===== config.mk =====
export PLATFORM = sky130hd
export DESIGN_NAME = hazard_controller
export DESIGN_NICKNAME = d
export VERILOG_FILES = /design/src/rtl/pipeline_ctrl_pkg.sv /design/src/rtl/stage_shadow.sv /design/src/rtl/hazard_controller.sv
export SDC_FILE = /design/constraint.sdc
export NUM_CORES = 1
export LEC_CHECK = 0
export BUFFER_PORTS_ARGS = -buffer_cell sky130_fd_sc_hd__clkbuf_2
export CELL_PAD_IN_SITES_DETAIL_PLACEMENT = 1
export CELL_PAD_IN_SITES_GLOBAL_PLACEMENT = 2
export CORE_AREA = 8 8 86 57
export DETAILED_ROUTE_END_ITERATION = 8
export DIE_AREA = 0 0 94 65
export PLACE_DENSITY_LB_ADDON = 0.1
export SYNTH_ARGS = -nofsm -noshare
export SYNTH_HDL_FRONTEND = slang
export SYNTH_SLANG_ARGS = --single-unit

===== constraint.sdc =====
create_clock -name clk -period 1.8 [get_ports clk]
set_clock_uncertainty 0.1 [all_clocks]
set_input_delay 0.09 -clock clk [delete_from_list [all_inputs] [get_ports clk]]
set_output_delay 0.09 -clock clk [all_outputs]
set_load 0.01 [all_outputs]

===== src/rtl/pipeline_ctrl_pkg.sv =====
// Shared types for the LEGv8 pipeline hazard controller: forwarding selects, controller
// states and the per-stage shadow record (rd/RegWrite/load/memory-access).
package pipeline_ctrl_pkg;

    typedef enum logic [1:0] {
        FWD_REG   = 2'd0,
        FWD_EXMEM = 2'd1,
        FWD_MEMWB = 2'd2
    } fwd_sel_t;

    typedef enum logic {
        RUN      = 1'b0,
        MEM_WAIT = 1'b1
    } ctrl_state_t;

    localparam logic [4:0] XZR = 5'd31;

    typedef struct packed {
        logic [4:0] rd;
        logic       wr;
        logic       ld;
        logic       mem;
    } stage_shadow_t;

    localparam stage_shadow_t SHADOW_RESET = '{rd: XZR, wr: 1'b0, ld: 1'b0, mem: 1'b0};

    // XZR is hardwired zero, so a producer targeting it never creates a dependency.
    function automatic logic src_match(input logic          use_src,
                                       input logic [4:0]    src,
                                       input stage_shadow_t sh);
        return use_src && sh.wr && (sh.rd != XZR) && (sh.rd == src);
    endfunction

endpackage


===== src/rtl/stage_shadow.sv =====
// One pipeline-stage shadow register: holds unless advanced; a clear on an advancing edge
// loads an all-zero (bubble) record.
module stage_shadow
    import pipeline_ctrl_pkg::*;
(
    input  logic          clk,
    input  logic          reset,
    input  logic          i_advance,
    input  logic          i_clear,
    input  stage_shadow_t i_d,
    output stage_shadow_t o_q
);

    stage_shadow_t r_q;

    always_ff @(posedge clk or posedge reset) begin
        if (reset) begin
            r_q <= SHADOW_RESET;
        end else if (i_advance) begin
            r_q <= i_clear ? stage_shadow_t'('0) : i_d;
        end
    end

    assign o_q = r_q;

endmodule


===== src/rtl/hazard_controller.sv =====
// Stall/flush and forwarding-select control for the 5-stage LEGv8 pipeline.
// Define FORWARDING_EN to enable EX-stage forwarding; otherwise any RAW hazard stalls.
module hazard_controller
    import pipeline_ctrl_pkg::*;
#(
    parameter int unsigned MEM_LAT = 1,
    parameter int unsigned CNT_W   = 4
) (
    input  logic       clk,
    input  logic       reset,
    input  logic [4:0] id_rn,
    input  logic [4:0] id_rm,
    input  logic       id_useRn,
    input  logic       id_useRm,
    input  logic [4:0] id_rd,
    input  logic       id_regWrite,
    input  logic       id_load,
    input  logic       id_memAccess,
    input  logic       id_brTaken,
    output logic       pc_wrEn,
    output logic       ifid_wrEn,
    output logic       ifid_flush,
    output logic       idex_wrEn,
    output logic       idex_bubble,
    output logic       exmem_wrEn,
    output logic       memwb_wrEn,
    output logic [1:0] fwdA,
    output logic [1:0] fwdB
);

    ctrl_state_t      r_state, w_state_d;
    logic [CNT_W-1:0] r_cnt, w_cnt_d;
    logic             w_adv;
    logic             w_hazard;
    stage_shadow_t    w_id_sh, w_ex, w_mem, w_unused_wb;
    logic             w_unused_bits;

    assign w_id_sh = '{rd: id_rd, wr: id_regWrite, ld: id_load, mem: id_memAccess};
    assign w_adv   = (r_state == RUN);

`ifdef FORWARDING_EN
    assign w_hazard = w_ex.ld && (src_match(id_useRn, id_rn, w_ex) ||
                                  src_match(id_useRm, id_rm, w_ex));
`else
    assign w_hazard = src_match(id_useRn, id_rn, w_ex)  || src_match(id_useRm, id_rm, w_ex) ||
                      src_match(id_useRn, id_rn, w_mem) || src_match(id_useRm, id_rm, w_mem);
`endif

    stage_shadow u_ex_shadow (
        .clk       (clk),
        .reset     (reset),
        .i_advance (w_adv),
        .i_clear   (w_hazard),
        .i_d       (w_id_sh),
        .o_q       (w_ex)
    );

    stage_shadow u_mem_shadow (
        .clk       (clk),
        .reset     (reset),
        .i_advance (w_adv),
        .i_clear   (1'b0),
        .i_d       (w_ex),
        .o_q       (w_mem)
    );

    // WB hazards are covered by the register file's write-before-read.
    stage_shadow u_wb_shadow (
        .clk       (clk),
        .reset     (reset),
        .i_advance (w_adv),
        .i_clear   (1'b0),
        .i_d       (w_mem),
        .o_q       (w_unused_wb)
    );

    assign w_unused_bits = ^{w_mem.ld, w_mem.mem, w_ex.ld};

    always_ff @(posedge clk or posedge reset) begin
        if (reset) begin
            r_state <= RUN;
            r_cnt   <= '0;
        end else begin
            r_state <= w_state_d;
            r_cnt   <= w_cnt_d;
        end
    end

    always_comb begin
        w_state_d = r_state;
        w_cnt_d   = r_cnt;
        unique case (r_state)
            RUN: begin
                // The access moving from EX into MEM on this edge is the one that waits.
                if (w_ex.mem && (MEM_LAT > 1)) begin
                    w_state_d = MEM_WAIT;
                    w_cnt_d   = CNT_W'(MEM_LAT - 1);
                end
            end
            MEM_WAIT: begin
                w_cnt_d = r_cnt - CNT_W'(1);
                if (r_cnt <= CNT_W'(1)) begin
                    w_state_d = RUN;
                    w_cnt_d   = '0;
                end
            end
            default: begin
                w_state_d = RUN;
                w_cnt_d   = '0;
            end
        endcase
    end

    always_comb begin
        pc_wrEn     = 1'b1;
        ifid_wrEn   = 1'b1;
        ifid_flush  = 1'b0;
        idex_wrEn   = 1'b1;
        idex_bubble = 1'b0;
        exmem_wrEn  = 1'b1;
        memwb_wrEn  = 1'b1;
        unique case (r_state)
            RUN: begin
                if (w_hazard) begin
                    pc_wrEn     = 1'b0;
                    ifid_wrEn   = 1'b0;
                    idex_bubble = 1'b1;
                end else begin
                    ifid_flush = id_brTaken;
                end
            end
            MEM_WAIT: begin
                pc_wrEn    = 1'b0;
                ifid_wrEn  = 1'b0;
                idex_wrEn  = 1'b0;
                exmem_wrEn = 1'b0;
                memwb_wrEn = 1'b0;
            end
            default: ;
        endcase
    end

`ifdef FORWARDING_EN
    fwd_sel_t r_fwd_a, r_fwd_b, w_fwd_a_d, w_fwd_b_d;

    always_comb begin
        w_fwd_a_d = FWD_REG;
        w_fwd_b_d = FWD_REG;
        if (src_match(id_useRn, id_rn, w_ex)) begin
            w_fwd_a_d = FWD_EXMEM;
        end else if (src_match(id_useRn, id_rn, w_mem)) begin
            w_fwd_a_d = FWD_MEMWB;
        end
        if (src_match(id_useRm, id_rm, w_ex)) begin
            w_fwd_b_d = FWD_EXMEM;
        end else if (src_match(id_useRm, id_rm, w_mem)) begin
            w_fwd_b_d = FWD_MEMWB;
        end
    end

    always_ff @(posedge clk or posedge reset) begin
        if (reset) begin
            r_fwd_a <= FWD_REG;
            r_fwd_b <= FWD_REG;
        end else if (w_adv) begin
            r_fwd_a <= w_hazard ? FWD_REG : w_fwd_a_d;
            r_fwd_b <= w_hazard ? FWD_REG : w_fwd_b_d;
        end
    end

    assign fwdA = r_fwd_a;
    assign fwdB = r_fwd_b;
`else
    assign fwdA = FWD_REG;
    assign fwdB = FWD_REG;
`endif

endmodule


==> metrics, run 1 <==
Final WS setup=-0.2410 ns; input/output buffers=27; total track usage=between 10% and 20%; DRC violations left=0; latest clock arrival within the worst-skew pair=between 0.2 and 0.3 ns; Tightest Pin Transition=between 0.6 and 0.7 ns; via-per-instance ratio=approximately 4.4; largest net degree at the start of global routing=18; gpl congestion=0.7566; placed cell count=roughly 170; XOR/XNOR Fraction of Synth Area=between 15 and 20%; post-synthesis register bit count=17; Yosys top cell by area=dfstp_2; fraction of registers with async set/reset=between 90% and 100%; Synth Flop Type=dfstp_2; # H-tree levels=1; Tmin final=approximately 2.0 ns; initial core utilization=between 20% and 30%; via count=824; Final period util=113.4%; initial DRC count=17; final antenna diode count=0; Die Y=~65 microns; Root Buffer=clkbuf_8; multiplexer share of the synthesized area=under 10%; Final Non-Filler Cells=approximately 190; crit end category=output pin; maximum vdd ir drop=approximately 0.25 mV; Layout area overhead=37.37%; Ys Warns=0; I/O pins=34; top post-synthesis cells by area=dfstp_2 (25%), dfrtp_1 (17%), xnor2_1 (17%), mux2_2 (6.4%), buf_4 (5.0%); worst path arrival time=1.85 ns; Simple-Gate Fraction of Synth Area=roughly a tenth; CTS tree=built; share of the synthesized area in the top cell type=24.91%; Synth Instances=98; routed wire length=around 2900 microns; first-pass GRT wire length=approximately 5000 microns; Setup violations, final=9; dpl hpwl=approximately 2300 microns; Req. time, crit path=between 1.5 and 2 ns; Clock transition at path regs=0.06 ns; outcome=complete, but fails checks; final-report hold violation count=0; Overflow after GRT=0; CTS Buf Count=3; Post-synth EDFFs=0; pwr/cell area=approximately 640 nW/um^2; relative max-transition margin=57.42%; sequential fraction of the synthesis area=approximately two fifths; most common library cells after synthesis=xnor2_1 (20), dfstp_2 (10), nand2_1 (8), buf_4 (7), dfrtp_1 (7); main combinational cell family by area after synthesis=XOR/XNOR gates; die width=94 microns; final core utilization=around two fifths; violated checks=negative setup slack; Synth Area in Adders=under 10%; initial antenna violation count=0; Yosys cell types=27; std cell rows=17; Mapped Avg Cell Area=~11 sq um; post-route ant nets=0; RSZ-0062 raised after global routing=yes; WS Path Type=reg2out; synthesized cell area=between 1000 and 1500 sq um; vias in the first global route=994; Max Root-Sink Buffers=2; compound-gate portion of the synthesized area=14.12%; Core ar.=about 3600 sq um; share of cells above drive strength 1=approximately 46%; startpoint types=register; Pins Over Slew Limit=0; critical path peak fanout=4; Max Clock Freq=between 400 and 500 MHz; CTS Sinks=17; wire per inst=approximately 15 microns; most frequent cell after synthesis=xnor2_1; total power=0.0009214 W; HP Class=in2async; cells on worst reg2reg path=8; fin nets=around 170; Setup TNS Final=-1.645 ns; Die Footprint=6110 sq um; post-place setup slack=-0.04902 ns; static leakage=approximately 0.64 nW; Max Cap Viol=0; Filler cells=~420; DR pass1 iterations=3
[layout make-up]
cell class,instances,area (sq um),area share (%)
Tap cell,47,58.81,4.059
Clock buffer,4,45.04,3.109
Inverter,5,18.77,1.295
Timing Repair Buffer,44,304.0,20.98
Multi-Input combinational cell,70,584.3,40.33
Sequential cell,17,437.9,30.22
[metal layers]
layer / track usage, % / routed length, microns
met3: 3.218 / 164
met5: 0 / 0
met1: 14.05 / 1484
met4: 3.536 / 31
met2: 14.17 / 1207
[worst paths after layout]
| check | startpoint | to | slack [ns] |
|---|---|---|---|
| setup / recovery | u_ex_shadow.o_q[6] | ifid_flush | -0.24 |
| hold / removal | reset | r_state | 0.36 |
| setup reg to reg | u_ex_shadow.o_q[6] | u_ex_shadow.o_q[2] | -0.22 |
| hold reg to reg | r_cnt[3] | r_cnt[3] | 0.42 |
| max in group asynchronous | reset | r_cnt[1] | 0.83 |
| min in group clk | id_brTaken | ifid_flush | 0.39 |
[placed cells by master (no fill, tap or decap), drive strengths merged]
cell / count
conb: 4
nand4: 4
mux2: 6
clkbuf: 27
nor3: 2
dfrtp: 7
a22o: 6
nand3: 2
o21a: 2
xnor2: 20
ha: 2
a22oi: 1
nor2: 2
a31oi: 1
dlygate4sd3: 7
buf: 14
nand2: 8
a221oi: 1
dfstp: 10
a21oi: 1
nand2b: 2
and2: 1
o21ai: 1
o22ai: 3
mux2i: 1
inv: 5
[flip-flops by register name, indices dropped and copies added, names as in the netlist]
register,flops
u_mem_shadow.o_q,6
r_state,1
u_ex_shadow.o_q,6
r_cnt,4
[stage by stage]
| stage | hold WS (ns) | instance area (sq um) |
|---|---|---|
| after floorplan | -0.09116 | 1066 |
| after global placement | 0.08284 | 1237 |
| after detailed placement | 0.08697 | 1237 |
| after CTS | 0.3769 | 1421 |
| after global routing | 0.4242 | 1449 |
| final | 0.3634 | 1449 |
[worst max-delay path, cell delays in order, from the launching register on]
cell,delay (ns)
dfstp_2,0.60
xnor2_2,0.11
nand4_2,0.14
o22ai_4,0.10
a221oi_4,0.35
and2_1,0.18
buf_2,0.13
[report_power, final]
group          total (W)  leakage [nW]  internal (W)  switching [W]
Combinational   0.000198         0.417      0.000112      0.0000865
Sequential      0.000446         0.198      0.000415      0.0000309
Clock           0.000277        0.0228      0.000157       0.000121
[logic make-up (layout without fill, tap and decap cells)]
kind of cell / count (synthesis) / count (layout)
AOI/OAI and AO/OA: 16 / 16
buffers and inverters: 14 / 53
muxes: 7 / 7
adders and majority gates: 2 / 2
other: 1 / 4
xor gates and xnor gates: 20 / 20
and+or+nand+nor: 21 / 21
DFF: 17 / 17
[repair_timing]
action                                 in CTS  in global routing
pin swaps                                  11                  8
hold buffers                                7                  0
resized for setup                           6                  9
cloned                                      0                  0
setup endpoints to repair                   9                 10
setup buffers                               5                  1
endpoints found under the hold margin      13                  0
Power figures use the tool's default switching activity.
==> run 2: changes to the inputs <==
--- a/config.mk
+++ b/config.mk
@@ -8,9 +8,9 @@
 export BUFFER_PORTS_ARGS = -buffer_cell sky130_fd_sc_hd__clkbuf_2
 export CELL_PAD_IN_SITES_DETAIL_PLACEMENT = 1
 export CELL_PAD_IN_SITES_GLOBAL_PLACEMENT = 2
-export CORE_AREA = 8 8 86 57
+export CORE_AREA = 2 2 80 51
 export DETAILED_ROUTE_END_ITERATION = 8
-export DIE_AREA = 0 0 94 65
+export DIE_AREA = 0 0 82 53
 export PLACE_DENSITY_LB_ADDON = 0.1
 export SYNTH_ARGS = -nofsm -noshare
 export SYNTH_HDL_FRONTEND = slang
==> metrics, run 2 (synthesis gave the netlist of run 1 again) <==
Max Cap Viol=0 (unchanged); Die Y=53 microns (-18%); dpl hpwl=2133 microns (-5.7%); Setup violations, final=10 (+1); CP peak stage delay=0.59 ns (about the same); NetSw=0.0002412 W (+1.3%); Sw Share=26.14% (+0.30 points); input/output buffers=27 (unchanged); sequential share of power=48.5% (about the same); CTS Sinks=17 (unchanged); die width=82 microns (-13%); # H-tree levels=1 (unchanged); Overflow after GRT=0 (unchanged); relative max-transition margin=57.52% (+0.098 points); Worst path slowest cell=dfstp_2; wire per inst=14.56 microns (-5.7%); Pins Over Slew Limit=0 (unchanged); RSZ-0062 raised after global routing=yes; Clock transition at path regs=0.07 ns (about the same); fin nets=164 (-1.2%); total track usage=14.35% (+4.2 points); Final Non-Filler Cells=185 (-1.1%); startpoint types=register; worst path arrival time=1.83 ns (-0.02 ns); Final period util=112.4% (-0.97 points); Setup TNS Final=-1.243 ns (+0.4020 ns); DRC violations left=0 (unchanged); vias in the first global route=859 (-14%); initial antenna violation count=0 (unchanged); share of cells above drive strength 1=47.10% (+1.4 points); Root Buffer=clkbuf_8; most frequent cells in the layout=clkbuf_2 (23), xnor2_1 (15), dfstp_2 (10), nand2_1 (8); DR pass1 iterations=4 (+1); std cell rows=17 (unchanged); Tightest Pin Transition=0.6365 ns (-0.001472 ns); first-pass GRT wire length=4471 microns (-9.1%); commonest non-fill, non-tap cell in the layout=clkbuf_2; via-per-instance ratio=4.476 (+1.6%); Max Clock Freq=494.2 MHz (+0.86%); via count=828 (+0.49%); critical path peak fanout=4 (unchanged); maximum vdd ir drop=0.3100 mV (+25%); Final WS setup=-0.2236 ns (+0.01742 ns); gpl congestion=0.7128 (-5.8%); I/O pins=34 (unchanged); combinational cell fraction of total power=21.0% (-0.5 points); WS Path Type=reg2out; placed cell count=171 (unchanged); initial core utilization=29.52% (unchanged); post-route ant nets=0 (unchanged); Die Footprint=4346 sq um (-29%); outcome=complete, but fails checks; Layout area overhead=36.18%; Core ar.=3573 sq um (unchanged); crit-path cells=nand3_2, o21a_1, a221oi_4, and2_1, buf_2; Clk network pwr share=30.5% (+0.4 points); largest net degree at the start of global routing=18 (unchanged); Tmin final=2.024 ns (-0.01742 ns); crit end category=output pin; latest clock arrival within the worst-skew pair=0.25 ns (about the same); HP Class=in2async; final antenna diode count=0 (unchanged); Req. time, crit path=1.61 ns (about the same); CTS tree=built; CTS Buf Count=3 (unchanged); static leakage=0.6379 nW (about the same); pwr/cell area=642.3 nW/um^2 (+1.0%); initial DRC count=41 (+24); Int Pwr=0.0006814 W (-0.27%); Max Root-Sink Buffers=2 (unchanged); final-report hold violation count=0 (unchanged); routed wire length=2693 microns (-6.8%); violated checks=negative setup slack
run 2: cell types whose count changed in the layout (fill, tap and decap cells not counted):
cell | previous run | this run
xnor2_2 | 3 | 5
buf_2 | 2 | 3
o22ai_4 | 1 | 0
o22ai_2 | 1 | 2
nand3_2 | 1 | 2
buf_6 | 5 | 3
xnor2_1 | 17 | 15
nand3_1 | 1 | 0
buf_4 | 7 | 6
run 2: final timing paths:
path	start	end	slack [ns]	depth (start not counted)
max reg2reg	u_ex_shadow.o_q[6]	u_ex_shadow.o_q[2]	-0.12	7
min in group clk	id_brTaken	ifid_flush	0.38	3
min	reset	u_ex_shadow.o_q[2]	0.36	3
max in group asynchronous	reset	r_cnt[3]	0.83	3
min reg2reg	u_mem_shadow.o_q[2]	u_mem_shadow.o_q[2]	0.42	1
max	u_mem_shadow.o_q[7]	ifid_flush	-0.22	5
run 2: layout make-up:
cell class,count,area [sq um]
inverters,5,18.77
repair buffers,42,279.0
fillers,411,2137
well taps,47,58.81
flip-flops and latches,17,437.9
clock buffers,4,45.04
multi-input cells,70,596.8
run 2: what timing repair did:
action	4_1_cts	5_1_grt
buffers inserted	3	1
hold endpoints to repair	13	0
hold buffers	7	0
gates resized for setup	3	12
setup endpoints to repair	8	10
pin swaps	10	7
run 2: worst max-delay path: cells and delay by family, from the launching register on:
kind / cells / cell delay, ns
compound gates: 2 / 0.61
buf+inv: 1 / 0.12
flops: 1 / 0.59
simple gates: 2 / 0.26
run 2: layer usage:
layer / vias to the layer above / track usage, % / routed length (microns)
li1: 409 / - / -
met1: 391 / 21.13 / 1428
met4: 0 / 3.333 / 19
met2: 26 / 21.14 / 1094
met5: - / 0 / 0
met3: 2 / 3.242 / 150
run 2: power by group through the flow:
stage | Sequential, W | Clock (W) | Combinational, W
after floorplan | 0.000441 | 0 | 0.000110
after global placement | 0.000449 | 0 | 0.000162
after detailed placement | 0.000450 | 0 | 0.000164
after CTS | 0.000445 | 0.000296 | 0.000188
after global routing | 0.000452 | 0.000311 | 0.000212
final | 0.000447 | 0.000282 | 0.000194
run 2: per-stage QoR:
| step | hold slack (ns) | setup WS (ns) | power [W] | util (%) | area (sq um) |
|---|---|---|---|---|---|
| CTS | 0.3809 | -0.2316 | 0.0009283 | 39.01 | 1394 |
| floorplan | -0.09116 | 0.1106 | 0.0005506 | - | 1066 |
| global placement | 0.08450 | -0.04072 | 0.0006110 | 34.63 | 1237 |
| detailed placement | 0.1105 | -0.02975 | 0.0006145 | 34.63 | 1237 |
| global route | 0.4109 | -0.3417 | 0.0009753 | 40.20 | 1436 |
| finish | 0.3584 | -0.2236 | 0.0009226 | 40.20 | 1436 |
